--- src/rtl/sample_locate.sv ---
// sample_locate: walks the sample SRAM, drops repeated entries, turns each
// frame word address into an (x, y) pixel-pair coordinate by stepping row by
// row (no divider), and streams the results over valid/ready. It also counts
// accepted outputs and flags entries whose address runs backwards.
module sample_locate #(
  parameter int DATAWIDTH   = 32,
  parameter int ADDR        = 14,
  parameter int PIXNUMWIDTH = 11,
  parameter int NUM_ENTRIES = 1200,
  parameter int ROW_WORDS   = 64,
  parameter int XWIDTH      = 6,
  parameter int YWIDTH      = 8
) (
  input  logic                   clk,
  input  logic                   rst,
  input  logic                   start,
  output logic                   rd,
  output logic [ADDR-1:0]        raddr,
  input  logic [DATAWIDTH-1:0]   rdata,
  output logic                   out_valid,
  input  logic                   out_ready,
  output logic [XWIDTH-1:0]      out_x,
  output logic [YWIDTH-1:0]      out_y,
  output logic                   out_pol,
  output logic                   busy,
  output logic                   done,
  output logic [PIXNUMWIDTH-1:0] edge_count,
  output logic                   order_err
);

  typedef enum logic [2:0] {
    S_IDLE, S_REQ, S_WAIT, S_LOCATE, S_EMIT, S_DONE
  } state_t;

  localparam logic [ADDR-1:0] LAST_INDEX = ADDR'(NUM_ENTRIES - 1);
  localparam logic [ADDR-1:0] ROW_INC    = ADDR'(ROW_WORDS);
  // One extra bit so the end of the top row does not wrap to zero.
  localparam logic [ADDR:0]   ROW_SPAN   = (ADDR + 1)'(ROW_WORDS);

  state_t                 state, state_next;
  logic [ADDR-1:0]        index;
  logic [DATAWIDTH-1:0]   prev_word;
  logic [ADDR-1:0]        cur_addr;
  logic                   cur_pol;
  logic [ADDR-1:0]        row_base;
  logic [YWIDTH-1:0]      y;

  logic                   dup;
  logic                   last_entry;
  logic                   below_row;
  logic                   beyond_row;
  logic [ADDR:0]          row_end;

  assign dup        = (rdata == prev_word);
  assign last_entry = (index == LAST_INDEX);
  assign row_end    = {1'b0, row_base} + ROW_SPAN;
  assign below_row  = (cur_addr < row_base);
  assign beyond_row = ({1'b0, cur_addr} >= row_end);

  assign rd        = (state == S_REQ);
  assign raddr     = index;
  assign out_valid = (state == S_EMIT);
  assign busy      = (state != S_IDLE) && (state != S_DONE);
  assign done      = (state == S_DONE);

  // State register.
  // NOTE: sequential state uses non-blocking assignments so every flop
  // samples the pre-edge values regardless of block ordering.
  always_ff @(posedge clk or negedge rst) begin
    if (!rst) state <= S_IDLE;
    else      state <= state_next;
  end

  // Next-state decode.
  // NOTE: state_next gets a default before the case so no path leaves it
  // unassigned, which would otherwise infer a latch.
  always_comb begin
    state_next = state;
    case (state)
      S_IDLE, S_DONE: if (start) state_next = S_REQ;
      S_REQ:          state_next = S_WAIT;
      S_WAIT: begin
        if (dup) state_next = last_entry ? S_DONE : S_REQ;
        else     state_next = S_LOCATE;
      end
      S_LOCATE:       if (!below_row && !beyond_row) state_next = S_EMIT;
      S_EMIT:         if (out_ready) state_next = last_entry ? S_DONE : S_REQ;
      default:        state_next = S_IDLE;
    endcase
  end

  // Datapath: scan index, dedupe word, row walk, output hold and counters.
  // NOTE: every datapath register is in the async reset so a reset mid-scan
  // leaves no stale coordinate or count visible on the outputs.
  always_ff @(posedge clk or negedge rst) begin
    if (!rst) begin
      index      <= '0;
      prev_word  <= '0;
      cur_addr   <= '0;
      cur_pol    <= 1'b0;
      row_base   <= '0;
      y          <= '0;
      out_x      <= '0;
      out_y      <= '0;
      out_pol    <= 1'b0;
      edge_count <= '0;
      order_err  <= 1'b0;
    end else begin
      case (state)
        S_IDLE, S_DONE: begin
          if (start) begin
            index      <= '0;
            prev_word  <= '0;
            row_base   <= '0;
            y          <= '0;
            edge_count <= '0;
            order_err  <= 1'b0;
          end
        end
        S_WAIT: begin
          cur_addr <= rdata[ADDR-1:0];
          cur_pol  <= rdata[DATAWIDTH-1];
          if (dup) begin
            if (!last_entry) index <= index + ADDR'(1);
          end else begin
            prev_word <= rdata;
          end
        end
        S_LOCATE: begin
          if (below_row) begin
            // Address went backwards: flag it and re-walk from row 0.
            order_err <= 1'b1;
            row_base  <= '0;
            y         <= '0;
          end else if (beyond_row) begin
            row_base <= row_base + ROW_INC;
            y        <= y + YWIDTH'(1);
          end else begin
            out_x   <= XWIDTH'(cur_addr - row_base);
            out_y   <= y;
            out_pol <= cur_pol;
          end
        end
        S_EMIT: begin
          if (out_ready) begin
            if (edge_count != '1) edge_count <= edge_count + PIXNUMWIDTH'(1);
            if (!last_entry) index <= index + ADDR'(1);
          end
        end
        default: ;
      endcase
    end
  end

endmodule

--- config.mk ---
export PLATFORM = sky130hd
export DESIGN_NAME = sample_locate
export DESIGN_NICKNAME = d
export VERILOG_FILES = /design/src/rtl/sample_locate.sv
export SDC_FILE = /design/constraint.sdc
export NUM_CORES = 1
export LEC_CHECK = 0
export CORE_ASPECT_RATIO = 0.7
export CORE_MARGIN = 5
export CORE_UTILIZATION = 50
export CTS_CLUSTER_SIZE = 25
export DETAILED_ROUTE_END_ITERATION = 10
export PLACE_DENSITY = 0.77
export SYNTH_ARGS = -nofsm -noshare
export SYNTH_HDL_FRONTEND = slang
export SYNTH_SLANG_ARGS = --single-unit
--- constraint.sdc ---
create_clock -name clk -period 3.9 [get_ports clk]
set_input_delay 0.39 -clock clk [delete_from_list [all_inputs] [get_ports clk]]
set_output_delay 0.39 -clock clk [all_outputs]
set_load 0.005 [all_outputs]
==> reports/results.ini, run 1 <==
[global_route]
grt-ovfl-total = 0
antenna_found_initial = 0
grt_pass1_wl_um = 23500
first_global_vias = 4620
grt_max_degree = 55
grt.total_usage = 0.203

[synth]
synth_edf_count = 0
ys_ff_latch = 107
synth_top_area_cell = dfrtp_1
synth_cell_types = 64
syn-mean-instance-area_um2 = 9.88
synth_warnings = 0
syn_nets = 653
ys_top_cells_by_area = dfrtp_1 46%, nand2_1 6.4%, xnor2_1 6.1%, ha_1 4.7%, nand3_1 4.6%
syn_inst = 595
yosysTopAreaCellShare = 0.455
yosysSeqAreaShare = 0.455
synth_ff_type = dfrtp_1
synthesis.area_um2 = 5880
async_flop_share = 1.00

[drt]
drtIter0Drc = 359
viasPerCell = 5.69
drtAntennaViolNets = 0
num_vias = 4719
drc = 0
wire_per_inst_um = 16.9
drt-total-wl_um = 14000
dr.pass1.iters = 4

[critical_path]
critPathArrivalTime_ns = 3.54
crit_path_start_kind = flip-flop
r2r_cells = 11
critical_path_class = flip-flop to flip-flop
worstPathMaxFanout = 16
cp-end-kind = flip-flop
reg2reg_setup_slack_ns = 0.59
r2r-start = row_base[6]$_DFFE_PN0P_
required_ns = 4.13
r2r_end = out_y[5]$_DFFE_PN0P_

[place]
pre_cts_ws_ns = 0.587
place_inst = 814
gp_congestion = 0.903
dp_hpwl_um = 10200
port_buffers = 80

[power_and_ir_drop]
p_per_area_nw_per_um2 = 655
p_leak_nw = 3.06
peakVddDrop_uv = 372

[clock_network]
ctsResizeCount = 0
clk_latency_ns = 0.35
htreeDepth = 3
tritoncts = yes
clk_pin_slew_worst_paths_ns = 0.07
ctsRootBufferMaster = clkbuf_16
post_cts_buffers = 0
numCtsBuffers = 9
hold_buffers = 0
clock-sinks = 107
clockBufferDepth = 2

[timing]
setup_tns_ns = 0
fmax_mhz = 302
timing.final.crit_share = 0.849
hold_viol = 0
final-setup-viol-count = 0
rsz0062_at_grt = no
fin_worst_skew_ns = 0.00671
period_needed_ns = 3.31
tightest_slew_ns = 0.957
finalMaxSlewViolations = 0
relSlewSlack = 0.360
layout_setup_ws_ns = 0.590

[cells_and_area]
syn_to_final_growth_pct = 20.5
finish.utilization = 0.611
fin_cells = 830
antenna_cells = 0
fillers = 965
final_common_cell = dfrtp_1
fin_nets = 726
layout_common_cells = 107 x dfrtp_1, 101 x nand2_1, 79 x clkdlybuf4s50_1, 54 x nand3_1, 41 x xnor2_1
drive_gt1_frac = 0.0936

[die]
start_util = 0.507
rows = 33
floorplan.die_area_um2 = 14100
die_w_um = 140
pin_count = 81
die_y_um = 101
core_um2 = 11600

[status]
status = finished clean

[min_path]
hp-class = input port to async pin

[flow_run]
cap_violations = 0

synth_stat cells (7+ instances only):
library cell / instances
nand3_1: 54
nand2b_1: 7
nand4_1: 18
xnor2_1: 41
or4_1: 8
o21ai_0: 8
inv_1: 17
nor3_1: 7
o21ai_1: 8
ha_1: 22
a21oi_1: 13
o31ai_1: 8
clkbuf_1: 10
nor2_1: 20
mux2_2: 15
nand2_1: 101
buf_2: 13
mux2_4: 7
o211ai_1: 13
dfrtp_1: 107
per-stage QoR:
step / cell area, um^2 / power [mW] / hold slack [ns]
after floorplan: 5880 / 3.15 / 0.0944
after global placement: 6810 / 3.68 / 0.470
after detailed placement: 6810 / 3.79 / 0.480
after CTS: 7080 / 4.66 / 0.105
after global routing: 7080 / 4.96 / 0.131
final: 7080 / 4.64 / 0.0712
metal layers:
| metal | track usage | wire length [um] | up-vias |
|---|---|---|---|
| li1 | - | - | 2246 |
| met1 | 0.293 | 6670 | 2309 |
| met2 | 0.314 | 6290 | 149 |
| met3 | 0.0455 | 839 | 15 |
| met4 | 0.0499 | 192 | 0 |
| met5 | 0 | 0 | - |
worst max path at each step:
stage	from	end	slack (ns)
2_1_floorplan	row_base[6]$_DFFE_PN0P_	out_pol$_DFFE_PN0P_	1.01
3_3_place_gp	row_base[6]$_DFFE_PN0P_	out_y[0]$_DFFE_PN0P_	0.71
3_5_place_dp	row_base[6]$_DFFE_PN0P_	out_y[2]$_DFFE_PN0P_	0.59
4_1_cts	row_base[6]$_DFFE_PN0P_	out_y[1]$_DFFE_PN0P_	0.58
5_1_grt	row_base[6]$_DFFE_PN0P_	out_y[5]$_DFFE_PN0P_	0.37
6_report	row_base[6]$_DFFE_PN0P_	out_y[5]$_DFFE_PN0P_	0.59
worst max-delay path, cell delays in order, from the launching register on:
cell and delay, ns:
dfrtp_1 0.40, ha_1 0.26, and3_4 0.24, nand3_2 0.13
xnor2_1 0.16, ha_1 0.29, a21o_1 0.18, a211o_1 0.28
a31oi_1 0.17, nor2_1 0.20, nor2_4 0.51, mux2_1 0.38
flip-flops by register name, summed over array words and instances (netlist names):
signal      count
out_y           8
row_base        8
order_err       1
edge_count     11
y               8
state           3
out_x           6
cur_addr       14
cur_pol         1
raddr          14
out_pol         1
prev_word      32
cell families (layout without fill, tap and decap cells):
logic type,after synthesis,in the layout,synth area share
DFF,107,107,0.455
other,2,2,0.00128
muxes,34,34,0.0683
adders and majority gates,22,22,0.0468
AOI/OAI and AO/OA,87,87,0.105
xor gates and xnor gates,47,47,0.0700
buffers and inverters,45,123,0.0347
and+or+nand+nor,251,251,0.219
layout make-up:
type                    instances  area, um^2  share of cell area
well taps                     157         196              0.0277
repair buffers                 89         866               0.122
multi-input cells             443        3000               0.424
clock inverters                 5        40.0             0.00565
inverters                      18        67.6             0.00954
clock buffers                  11         233              0.0329
flip-flops and latches        107        2680               0.378
power by group:
part           internal, mW  switching [mW]
sequential             1.45           0.314
clock                 0.436           0.421
combinational         0.908            1.11
(Power assumes the default switching activity.)
==> inputs of run 2 (changes only) <==
Clock period 3.9 ns to 3.1 ns, I/O delays scaled along.
==> reports/results.ini, run 2 (synthesis results as in run 1) <==
[drt]
dr.pass1.iters = 6
drtAntennaViolNets = 0
wire_per_inst_um = 17.2
drc = 0
drtIter0Drc = 286
viasPerCell = 5.72
num_vias = 4786
drt-total-wl_um = 14400

[cells_and_area]
fin_nets = 733
multi_input_area_um2 = 3020
drive_gt1_frac = 0.109
fin_cells = 837
finish.instance_area_um2 = 7220
final_common_cell = dfrtp_1
fillers = 908
syn_to_final_growth_pct = 22.8
regArea_um2 = 2680
antenna_cells = 0
layout_common_cells = 107 x dfrtp_1, 101 x nand2_1, 79 x clkdlybuf4s50_1, 54 x nand3_1, 41 x xnor2_1
top_register = prev_word
largest_reg_flops = 32

[power_and_ir_drop]
internal-power_mw = 3.76
pwr-share-comb = 0.434
switchingPower_mw = 2.34
peakVddDrop_uv = 431
p_sw_frac = 0.384
totalPowerFinal_mw = 6.11
p_leak_nw = 3.13
seq_power_share = 0.363
p_per_area_nw_per_um2 = 846
clkPwrFrac = 0.204

[global_route]
grt_pass1_wl_um = 24000
grt.total_usage = 0.208
grt_max_degree = 61
antenna_found_initial = 0
first_global_vias = 4746
grt-ovfl-total = 0

[place]
port_buffers = 80
dp_hpwl_um = 10600
gp_congestion = 0.889
place_inst = 820
place_area_um2 = 6870

[min_path]
hold_start = out_y[3]$_DFFE_PN0P_
hp-class = flip-flop to flip-flop

[critical_path]
required_ns = 3.33
critical_path_class = flip-flop to flip-flop
cp-end-kind = flip-flop
r2r-start = row_base[6]$_DFFE_PN0P_
startpoint = row_base[6]$_DFFE_PN0P_
crit_path_start_kind = flip-flop
critPathArrivalTime_ns = 3.21
worstPathMaxFanout = 11

[die]
rows = 33
die_y_um = 101
core_um2 = 11600
pin_count = 81
start_util = 0.507
floorplan.die_area_um2 = 14100
die_w_um = 140

[timing]
fin_worst_skew_ns = 0.0120
setup_tns_ns = 0
finalMaxSlewViolations = 0
rsz0062_at_grt = no
final-setup-viol-count = 0
tightest_slew_ns = 0.725
relSlewSlack = 0.513
hold_viol = 0
fmax_mhz = 336
timing.final.crit_share = 0.960
period_needed_ns = 2.98

[clock_network]
tritoncts = yes
clk_pin_slew_worst_paths_ns = 0.07
htreeDepth = 3
clockBufferDepth = 2
numCtsBuffers = 9
clock-sinks = 107
post_cts_buffers = 0
ctsRootBufferMaster = clkbuf_16
clk_latency_ns = 0.35

[status]
status = finished clean

[flow_run]
cap_violations = 0

==> run 2: through the flow <==
stage / hold slack [ns] / setup WS, ns / utilization
after floorplan: 0.0144 / 0.212 / -
after global placement: 0.361 / 0.120 / 0.592
after detailed placement: 0.366 / -0.0427 / 0.592
after CTS: 0.493 / 0.0728 / 0.621
after global routing: 0.521 / 0.0124 / 0.622
final: 0.491 / 0.125 / 0.622
==> run 2: area by class of cell <==
type / count / area share
Sequential cell: 107 / 0.371
Multi-Input combinational cell: 443 / 0.418
Clock inverter: 7 / 0.0139
Inverter: 18 / 0.00936
Clock buffer: 9 / 0.0312
Timing Repair Buffer: 96 / 0.130
Tap cell: 157 / 0.0272
==> run 2: worst paths after layout <==
path                       slack (ns)  cells after the start                  endpoint
hold / removal                   0.49                      1      out_y[3]$_DFFE_PN0P_
setup / recovery                 0.12                     12      out_y[2]$_DFFE_PN0P_
min in group asynchronous        0.52                      2     raddr[13]$_DFFE_PN0P_
max in group asynchronous        1.85                      3  cur_addr[10]$_DFFE_PN0N_
setup reg to reg                 0.12                     12      out_y[2]$_DFFE_PN0P_
hold reg to reg                  0.49                      1      out_y[3]$_DFFE_PN0P_
==> run 2: critical path: stages, from the launching register on <==
cell and delay, ns:
dfrtp_1 0.41, ha_2 0.24, and3_4 0.22, nand3_2 0.13, xnor2_1 0.16, ha_1 0.29
a21o_1 0.19, a211o_1 0.30, a31oi_2 0.17, nor2_1 0.12, nor2_4 0.13, buf_6 0.17
mux2_1 0.34
==> run 2: per-layer routing <==
layer  track usage  vias to the layer above  wire length [um]
met5             0                        -                 0
met2         0.334                      160              6670
li1              -                     2264                 -
met1         0.288                     2342              6680
met4        0.0566                        0               188
met3        0.0460                       20               884
==> run 2: repair_timing <==
action / CTS / global route
endpoints found under the hold margin: 1 / 0
setup endpoints to repair: 5 / 18
resized for setup: 1 / 4
hold buffers: 1 / 0
==> run 2: power by group through the flow <==
stage	sequential (mW)	combinational, mW	clock [mW]
floorplan	2.11	1.85	0
global placement	2.21	2.48	0
detailed placement	2.23	2.60	0
CTS	2.21	2.62	1.26
global route	2.27	2.92	1.31
finish	2.21	2.65	1.24
